`config.mk`:
```
export PLATFORM = sky130hd
export DESIGN_NAME = data_packer
export DESIGN_NICKNAME = d
export VERILOG_FILES = /design/src/rtl/data_packer_pkg.sv /design/src/rtl/packer_out_stage.sv /design/src/rtl/data_packer.sv
export SDC_FILE = /design/constraint.sdc
export NUM_CORES = 1
export LEC_CHECK = 0
export CORE_MARGIN = 8
export CORE_UTILIZATION = 35
export CTS_BUF_LIST = sky130_fd_sc_hd__clkbuf_2 sky130_fd_sc_hd__clkbuf_4 sky130_fd_sc_hd__clkbuf_8
export DETAILED_ROUTE_END_ITERATION = 16
export PLACE_DENSITY = 0.63
export RECOVER_POWER = 100
export SLEW_MARGIN = 20
export SYNTH_ARGS = -nofsm -noshare
export SYNTH_HDL_FRONTEND = slang
export SYNTH_SLANG_ARGS = --single-unit
```
`constraint.sdc`:
```
create_clock -name clk -period 2.2 [get_ports clk]
set_clock_uncertainty 0.1 [all_clocks]
set_input_delay 0.44 -clock clk [delete_from_list [all_inputs] [get_ports clk]]
set_output_delay 0.44 -clock clk [all_outputs]
set_load 0.05 [all_outputs]
```
`src/rtl/data_packer_pkg.sv`:
```
// Shared types and parameter helpers for the byte-to-word packer.
// Optional per-lane keep mask is enabled with DATA_PACKER_KEEP_EN.
package data_packer_pkg;

   typedef enum logic {
      EMPTY  = 1'b0,
      LOADED = 1'b1
   } out_state_t;

   function automatic int lanes(input int inW, input int outW);
      return outW / inW;
   endfunction

   function automatic bit cfg_ok(input int inW, input int outW);
      return (inW > 0) && ((outW % inW) == 0) && ((outW / inW) >= 2);
   endfunction

endpackage

```
`src/rtl/packer_out_stage.sv`:
```
// Output word register with valid/ready handshake; one-cycle load latency, holds word while stalled.
// Keep mask register present only with DATA_PACKER_KEEP_EN.
module packer_out_stage
   import data_packer_pkg::*;
#(
   parameter int OutWidth = 32
`ifdef DATA_PACKER_KEEP_EN
   ,
   parameter int Ratio    = 4
`endif
) (
   input  logic                clk,
   input  logic                reset,
   input  logic                load_i,
   input  logic [OutWidth-1:0] load_data_i,
   input  logic                load_last_i,
`ifdef DATA_PACKER_KEEP_EN
   input  logic [Ratio-1:0]    load_keep_i,
   output logic [Ratio-1:0]    out_keep_o,
`endif
   input  logic                out_ready_i,
   output logic                free_o,
   output logic [OutWidth-1:0] out_data_o,
   output logic                out_valid_o,
   output logic                out_last_o
);

   out_state_t          state_q, state_d;
   logic [OutWidth-1:0] data_q, data_d;
   logic                last_q, last_d;
`ifdef DATA_PACKER_KEEP_EN
   logic [Ratio-1:0]    keep_q, keep_d;
`endif

   always_ff @(posedge clk) begin
      if (reset) begin
         state_q <= EMPTY;
         data_q  <= '0;
         last_q  <= 1'b0;
`ifdef DATA_PACKER_KEEP_EN
         keep_q  <= '0;
`endif
      end else begin
         state_q <= state_d;
         data_q  <= data_d;
         last_q  <= last_d;
`ifdef DATA_PACKER_KEEP_EN
         keep_q  <= keep_d;
`endif
      end
   end

   // A load can only arrive when the register is free, so it always wins over the drain.
   always_comb begin
      state_d = state_q;
      data_d  = data_q;
      last_d  = last_q;
`ifdef DATA_PACKER_KEEP_EN
      keep_d  = keep_q;
`endif
      case (state_q)
         EMPTY: begin
            if (load_i) state_d = LOADED;
         end
         LOADED: begin
            if (load_i)           state_d = LOADED;
            else if (out_ready_i) state_d = EMPTY;
         end
         default: state_d = EMPTY;
      endcase
      if (load_i) begin
         data_d = load_data_i;
         last_d = load_last_i;
`ifdef DATA_PACKER_KEEP_EN
         keep_d = load_keep_i;
`endif
      end
   end

   assign out_valid_o = (state_q == LOADED);
   assign free_o      = (state_q == EMPTY) || out_ready_i;
   assign out_data_o  = data_q;
   assign out_last_o  = last_q;
`ifdef DATA_PACKER_KEEP_EN
   assign out_keep_o  = keep_q;
`endif

endmodule

```
`src/rtl/data_packer.sv`:
```
// Packs InWidth-bit beats little-endian into OutWidth-bit words; word valid the cycle after the
// completing beat, input stalls while an unaccepted word is held. outKeep exists with DATA_PACKER_KEEP_EN.
module data_packer
   import data_packer_pkg::*;
#(
   parameter int InWidth  = 8,
   parameter int OutWidth = 32
) (
   input  logic                clk,
   input  logic                reset,
   input  logic                en,
   input  logic [InWidth-1:0]  inData,
   input  logic                inValid,
   output logic                inReady,
   input  logic                inLast,
   output logic [OutWidth-1:0] outData,
   output logic                outValid,
   input  logic                outReady,
`ifdef DATA_PACKER_KEEP_EN
   output logic [lanes(InWidth, OutWidth)-1:0] outKeep,
`endif
   output logic                outLast
);

   localparam int Ratio = lanes(InWidth, OutWidth);
   localparam int CntW  = $clog2(Ratio);
   localparam logic [CntW-1:0] LastLane = CntW'(Ratio - 1);

   if (!cfg_ok(InWidth, OutWidth)) begin : g_cfg_err
      $error("data_packer: OutWidth must be a multiple of InWidth with at least 2 lanes");
   end

   logic [OutWidth-1:0] acc_q, acc_d;
   logic [CntW-1:0]     lane_q, lane_d;
   logic                out_free;
   logic                accept;
   logic                complete;
   logic [OutWidth-1:0] merged_word;
`ifdef DATA_PACKER_KEEP_EN
   logic [Ratio-1:0]    merged_keep;
`endif

   assign inReady  = en && out_free;
   assign accept   = inValid && inReady;
   assign complete = accept && ((lane_q == LastLane) || inLast);

   always_ff @(posedge clk) begin
      if (reset) begin
         acc_q  <= '0;
         lane_q <= '0;
      end else begin
         acc_q  <= acc_d;
         lane_q <= lane_d;
      end
   end

   always_comb begin
      acc_d  = acc_q;
      lane_d = lane_q;
      if (complete) begin
         acc_d  = '0;
         lane_d = '0;
      end else if (accept) begin
         acc_d[lane_q*InWidth +: InWidth] = inData;
         lane_d = lane_q + 1'b1;
      end
   end

   // Lanes above the current one are forced to zero so a short packet is padded.
   always_comb begin
      merged_word = '0;
      for (int k = 0; k < Ratio; k++) begin
         if (CntW'(k) < lane_q)
            merged_word[k*InWidth +: InWidth] = acc_q[k*InWidth +: InWidth];
         else if (CntW'(k) == lane_q)
            merged_word[k*InWidth +: InWidth] = inData;
      end
   end

`ifdef DATA_PACKER_KEEP_EN
   always_comb begin
      merged_keep = '0;
      for (int k = 0; k < Ratio; k++) begin
         merged_keep[k] = (CntW'(k) <= lane_q);
      end
   end
`endif

   packer_out_stage #(
      .OutWidth    (OutWidth)
`ifdef DATA_PACKER_KEEP_EN
      ,
      .Ratio       (Ratio)
`endif
   ) u_out_stage (
      .clk         (clk),
      .reset       (reset),
      .load_i      (complete),
      .load_data_i (merged_word),
      .load_last_i (inLast),
`ifdef DATA_PACKER_KEEP_EN
      .load_keep_i (merged_keep),
      .out_keep_o  (outKeep),
`endif
      .out_ready_i (outReady),
      .free_o      (out_free),
      .out_data_o  (outData),
      .out_valid_o (outValid),
      .out_last_o  (outLast)
   );

endmodule
```
Yosys cells after proc, flatten, opt, wreduce, memory -nomap -nowiden
Index checks and enable logic that the tools add are counted.

Flip-flop bits (word level): 68. Bits of input ports: 14.

Add/sub/neg operators: 2. Magnitude comparators: 4. Eq/ne operators: 4. Shift-type cells: 2. Multiplexer cells: 13. Bitwise logic cells: 1. Reduce and logical (&&, ||, !) cells: 7.

Operators with widths (count): 8-bit two-way mux (8); 5-bit negator with 34-bit output (1); 8-bit by 34-bit variable shift with 32-bit output (first input constant) (1); 8-bit by 34-bit indexed part select with 32-bit output (1); 32-bit bitwise mux (1); 2-bit == test (first input constant) (2); 1-bit by 2-bit < comparator with 1-bit output (first input constant) (2); 2-bit < comparator (first input constant) (2); 1-bit logical AND (3); 1-bit two-way mux (3); 2-bit by 1-bit adder with 2-bit output (second input constant) (1); 1-bit by 2-bit == test with 1-bit output (first input constant) (1); 2-bit == test (second input constant) (1); 2-bit zero test (1); 1-bit logical OR (2); 1-bit case mux with 2 select lines (1); 2-bit OR reduction (1); 1-bit inverter (1).

Longest topological paths before layout
Gate-level depths: netlist of run 1.

Word-level depth: 7. Depth in mapped cells: 7. Mapped depth without buffers: 6.

By module
From an unflattened synthesis of run 1, not the netlist that was laid out.

Cell total of the unflattened synthesis: 298. Area, all modules: 2755.1 um2.

Modules (own cells, without submodules): data_packer (times used 1, cells each 187, area an instance 1516.5 um2, seq. area each 520.5 um2); packer_out_stage (times used 1, cells each 111, area an instance 1238.7 um2, seq. area each 680.7 um2).

Worst setup path before layout of run 1
No wires, ideal clock.

Path kind: register to register. Start: register lane_q[1]. End: register acc_q[16]. Setup time: 66 ps. Arrival: 1829 ps. Path slack: 204 ps. Stages on the path, launching flop included: 8. Buffers on the path: 2. Clock period less this slack: 1996 ps. Cell sequence: dfxtp_1 -> clkbuf_1 -> inv_1 -> ha_1 -> buf_2 -> nor4b_4 -> nand3_1 -> a21oi_2.

Longest elaborated chain between the ends: 4. Elaborated cells on any way between the ends: 8.

RTL lines: from (decl) (RTL line data_packer.sv:34) `logic [CntW-1:0] lane_q, lane_d;`; from (signal assigned) (RTL line data_packer.sv:53) `lane_q <= lane_d;`; branches (longest 4 deep; another with 5-bit negator with 34-bit output); to (signal assigned) (RTL line data_packer.sv:49) `acc_q <= '0;`; to (signal assigned) (RTL line data_packer.sv:52) `acc_q <= acc_d;`; to (decl) (RTL line data_packer.sv:33) `logic [OutWidth-1:0] acc_q, acc_d;`.

Several ways; the timed one is not identified. A chain may end at the register's enable or synchronous reset.

Final worst setup path of run 1
Start: register u_out_stage.data_q[22], in the netlist u_out_stage.out_data_o[22]. End: output outData[22].

RTL lines: from (decl) (RTL line packer_out_stage.sv:29) `logic [OutWidth-1:0] data_q, data_d;`; from (signal assigned) (RTL line packer_out_stage.sv:45) `data_q <= data_d;`; to (decl) (RTL line data_packer.sv:16) `output logic [OutWidth-1:0] outData,`.

No word-level cell between the ends.

==> reports/results.txt, run 1 <==
Crit path cell chain: dlygate4sd3_1
Pwr Density: 737 nW/µm²
Drt pass-1 iters: 4
Crit Path Max Fanout: 2
Area of the multi-input gates: 1290 µm²
MaxCap Viol Count: 0
Hold buffer count at cts: 0
Synth area leaders: dfxtp_1 45%, a211oi_1 6.7%, a21oi_2 5.9%
Htree depth: 3
Hold path depth: 2
CTS buffer count: 9
Filler instances: 737
Commonest cells in the netlist: 60 x dfxtp_1, 37 x nor2_1, 32 x nand2_1
Clock share of power: 0.398
IO Pins: 49
Switch Pwr: 699 µW
Insertion delay to the later sink of the worst-skew pair: 0.33 ns
Synth warn: 0
RSZ-0062 raised after global routing: false
Die height: 104 µm
Final core occ: 0.458
Worst endpoint required time: 1.66 ns
Worst setup SP type: flip-flop
Slowest CP cell: dlygate4sd3_1
Vias post-DR: 2334
Yosys reg bits: 60
Syn nets: 314
Worst Max-Slew Pin Slew: 0.527 ns
Gr usage total: 0.132
Average wire per standard cell: 15.2 µm
Status: completed
Post-layout minimum cycle time: 2.10 ns
Setup TNS Final: 0 ns
Layout area overhead: 29.3%
Synth Cell Area: 2680 µm²
Leakage: 0.00135 µW
CP Buf/Inv Count: 1
Die width: 104 µm
GPL Wtd Cong: 0.783
Initial core utilization: 0.354
Most common cell in the synthesized netlist: dfxtp_1
DP HPWL: 4830 µm
CP Class: reg2out
Most used DFF post-synth: dfxtp_1
Hold Crit Class: reg2reg
Top cell type's share of synthesized area: 0.448
Int Pwr: 1860 µW
Placed inst area: 3330 µm²
First-pass GRT wire length: 11500 µm
Fmax: 477 MHz
Number of synthesized flops with an enable pin: 0
Pin count of the biggest net entering global routing: 33
Core area: 7570 µm²
Clock Tree Buf Depth: 2
DR iter-0 viols: 167
Row count: 32
Die Area: 10700 µm²
Ys async rst share: 0
Slew HR: 0.648
WHS Endpoint: acc_q[23]
Share of power burned in registers: 0.444
Crit Reg-Reg Startpoint: lane_q[1]
ANT nets after route: 0
Hold path startpoint: acc_q[23]
Clock Sinks: 60
Final hold vios: 0
PortBufs: 48
Gate Count Post-Synth: 294
Setup bufs post-CTS: 0
Share of cells above drive strength 1: 0.136
# DRC: 0
Register area: 1200 µm²
Synth cell types: 30
Nature of the critical path endpoint: primary output
Clk root buf: clkbuf_8
Cell depth of the worst flop-to-flop path: 6
Final period util: 0.953
Total gr overflow: 0
Worst Path Arrival: 1.56 ns
R2R Path End: acc_q[5]
Final Max Slew Viols: 0
Net Sw Frac: 0.274
Finish-stage setup viols: 0
Final instance area: 3470 µm²
Mean Syn Cell Area: 9.12 µm²
Post-CTS sizing: 0
CTS tree: yes
Hold Slack: 0.355 ns
Initial antenna violation count: 0
Gate power share: 0.157
Routed WL: 6890 µm
Register area share after synthesis: 0.448
ANT cells: 0
CP peak stage delay: 0.89 ns
Final net count: 367
Crit path max-delay family: buffers and inverters
Vias in the first global route: 2237
Vias/cell: 5.14
CTS clock-pin slew for the worst setup and hold paths: 0.07 ns
Worst R2R Setup Slack: 0.24 ns
Maximum vdd drop: 0.000275 V
Largest area contributor in the netlist: dfxtp_1
power groups by stage:
stage	Sequential [µW]	Clock [µW]	Combinational [µW]
3_3_place_gp	1160	0	417
4_1_cts	1140	1040	421
6_report	1140	1020	402
2_1_floorplan	1250	0	183
3_5_place_dp	1160	0	420
5_1_grt	1140	1090	431
flip-flops by register name, indices dropped and copies added (netlist names):
name / count
acc_q: 24
lane_q: 2
u_out_stage.out_data_o: 32
u_out_stage.out_last_o: 1
u_out_stage.out_valid_o: 1
routing by layer:
layer	up-vias	GRT usage	wire length, µm
met5	-	0	0
met2	61	0.199	3150
met3	10	0.0409	446
met1	1107	0.165	3140
li1	1156	-	-
met4	0	0.0651	146
worst max-delay path by stage:
stage / cells past startpoint / end / slack [ns] / startpoint
floorplan: 7 / acc_q[16] / 0.20 / lane_q[1]
finish: 1 / outData[22] / 0.10 / u_out_stage.out_data_o[22]
CTS: 4 / inReady / 0.10 / outReady
global route: 1 / outData[13] / 0.04 / u_out_stage.out_data_o[13]
global placement: 4 / inReady / 0.12 / outReady
detailed placement: 4 / inReady / 0.10 / outReady
placed cells by master, fill, tap and decap left out, types with 2 or more instances in the layout:
| master | count |
|---|---|
| nor4b_4 | 2 |
| nand2_1 | 32 |
| clkinv_2 | 2 |
| buf_4 | 12 |
| a21oi_2 | 6 |
| nand3_1 | 12 |
| clkbuf_8 | 11 |
| nor2_1 | 38 |
| dfxtp_1 | 60 |
| buf_12 | 3 |
| clkdlybuf4s50_1 | 14 |
| nor3b_4 | 2 |
| ha_1 | 6 |
| a211oi_1 | 24 |
| dlygate4sd3_1 | 33 |
| nor2_2 | 2 |
| nand4_1 | 15 |
| and3_1 | 9 |
| a22o_1 | 8 |
| a21oi_1 | 36 |
| clkbuf_4 | 2 |
| mux2i_1 | 8 |
cells by family (layout without fill, tap and decap cells):
| kind of cell | after synthesis | after routing | share of synthesized area |
|---|---|---|---|
| flip-flops | 60 | 60 | 0.448 |
| multiplexers | 8 | 8 | 0.0299 |
| AND/OR/NAND/NOR | 120 | 120 | 0.241 |
| XOR/XNOR | 1 | 1 | 0.00327 |
| buffers and inverters | 24 | 82 | 0.0504 |
| adder cells (fa/ha/maj) | 6 | 6 | 0.0280 |
| AO/OA/AOI/OAI | 75 | 75 | 0.200 |
stage by stage:
stage          total power [µW]  setup WS, ns  instances
3_3_place_gp               1580         0.123        438
6_report                   2560         0.103        454
3_5_place_dp               1580         0.103        438
2_1_floorplan              1430         0.204        294
5_1_grt                    2660        0.0375        454
4_1_cts                    2600         0.103        454
area by class of cell:
class,count,share of cell area
multi-input combinational,210,0.372
sequential,60,0.347
timing repair buffer,64,0.183
clock buffer,12,0.0458
tap,102,0.0368
clock inverter,4,0.0137
inverter,2,0.00217
No activity file was read; power rests on OpenSTA's default activity.
==> run 2: changes to the inputs <==
SETUP_SLACK_MARGIN = 0.02   (was unset)
==> results of run 2 <==
Final layout, timing and power as in run 1 (identical DEF).
==> run 3: changes to the inputs <==
CORE_MARGIN = unset   (was 8)
==> run 3 against run 2 <==
  * Design area grew 0.14%
  * Core utilization grew 1.5 points
  * Total power grew 0.40%
  * Via count shrank 2.1%
  * Sequential share of layout area shrank 0.050 points
  * Cell count grew 0.44%
  * Critical path type unchanged
  * Global-route usage grew 5.7 points
  * First-iteration DRC count shrank 32%
==> reports/results.txt, run 3 (synthesis results as in run 1) <==
Initial antenna violation count: 0
RSZ-0062 raised after global routing: true
Hold Crit Class: reg2reg
Placed cells: 440
Htree depth: 3
Total gr overflow: 0
Setup crit start: u_out_stage.out_data_o[28]
Net Sw Frac: 0.278
Final hold vios: 0
Worst setup SP type: flip-flop
Crit Path Max Fanout: 2
Clock share of power: 0.403
Worst R2R Setup Slack: 0.20 ns
PortBufs: 48
Post-layout minimum cycle time: 2.11 ns
Row count: 31
Worst endpoint required time: 1.66 ns
Commonest non-fill, non-tap cell in the layout: dfxtp_1
Core area: 7330 µm²
Critical Path Stages: 1
Crit Reg-Reg Startpoint: lane_q[0]
IO Pins: 49
Slew HR: 0.614
R2R Path End: acc_q[1]
Final period util: 0.959
Post-CTS sizing: 0
Nature of the critical path endpoint: primary output
MaxCap Viol Count: 0
Vias/cell: 5.01
Pwr Density: 739 nW/µm²
Insertion delay to the later sink of the worst-skew pair: 0.33 ns
Cell depth of the worst flop-to-flop path: 5
Clock Tree Buf Depth: 2
Worst Path Arrival: 1.57 ns
ANT cells: 0
Largest register FFs: 32
Share of power burned in registers: 0.444
Crit path cell chain: dlygate4sd3_1
GPL Wtd Cong: 0.816
Final Max Slew Viols: 0
CP Buf/Inv Count: 1
Int Pwr: 1850 µW
Drt pass-1 iters: 4
Gr usage total: 0.188
Final net count: 372
Finish-stage setup viols: 0
Gate power share: 0.153
Most frequent cells in the layout: 60 x dfxtp_1, 39 x a21oi_1, 37 x nor2_1
DP HPWL: 4710 µm
Die Area: 8010 µm²
Leakage: 0.00137 µW
Setup WS post-layout: 0.0902 ns
Setup bufs post-CTS: 0
Final instance area: 3470 µm²
CP endpoint: outData[28]
Die height: 89.5 µm
Pin count of the biggest net entering global routing: 27
Clock Sinks: 60
Hold buffer count at cts: 0
DR iter-0 viols: 113
Maximum vdd drop: 0.000277 V
Worst Max-Slew Pin Slew: 0.577 ns
Average wire per standard cell: 14.6 µm
Fmax: 474 MHz
Post-place setup slack: -0.0125 ns
Routed WL: 6670 µm
Status: completed
Vias post-DR: 2284
CTS clock-pin slew for the worst setup and hold paths: 0.07 ns
Layout area overhead: 29.4%
Hold Slack: 0.353 ns
Clk root buf: clkbuf_8
Switch Pwr: 712 µW
Share of cells above drive strength 1: 0.140
CP peak stage delay: 0.89 ns
CTS tree: yes
Placed inst area: 3350 µm²
Finished Layout Cells: 456
Crit path max-delay family: buffers and inverters
CP Class: reg2out
First-pass GRT wire length: 11000 µm
# DRC: 0
Vias in the first global route: 2113
Die width: 89.5 µm
Slowest CP cell: dlygate4sd3_1
Initial core utilization: 0.366
CTS buffer count: 9
ANT nets after route: 0
[run 3: changes by cell type in the layout (fill, tap and decap cells not counted), sizes merged]
cell,before,now
buf,15,20
[run 3: power by group through the flow]
stage	sequential (µW)	combinational, µW	clock, µW
detailed placement	1170	416	0
floorplan	1250	183	0
global route	1140	424	1100
CTS	1140	418	1050
finish	1140	393	1030
global placement	1160	413	0
[run 3: area by class of cell]
cell class | count | area [µm²]
fillers | 694 | 3860
multi-input cells | 210 | 1270
flip-flops and latches | 60 | 1200
repair buffers | 69 | 657
clock buffers | 12 | 159
well taps | 99 | 124
clock inverters | 4 | 47.5
inverters | 2 | 7.51
[run 3: worst min path at each step]
stage,cells after the start,end,slack [ns],from
after floorplan,2,acc_q[0],0.33,acc_q[0]
after global placement,2,acc_q[21],0.34,acc_q[21]
after detailed placement,2,acc_q[1],0.35,acc_q[1]
after CTS,2,acc_q[21],0.36,acc_q[21]
after global routing,2,acc_q[3],0.37,acc_q[3]
final,2,acc_q[5],0.35,acc_q[5]
[run 3: per-layer routing]
metal  vias to the layer above  track usage  wire length [µm]
met5                         -            0                 0
met4                         0       0.0649                82
met3                         7       0.0545               266
met2                        51        0.303              3090
met1                      1057        0.241              3230
li1                       1169            -                 -
[run 3: stage by stage]
| stage | util | setup TNS [ns] | power [µW] |
|---|---|---|---|
| after floorplan | - | 0 | 1430 |
| after global placement | 0.457 | 0 | 1580 |
| after detailed placement | 0.457 | -0.0125 | 1580 |
| after CTS | 0.485 | 0 | 2600 |
| after global routing | 0.473 | 0 | 2670 |
| final | 0.473 | 0 | 2570 |
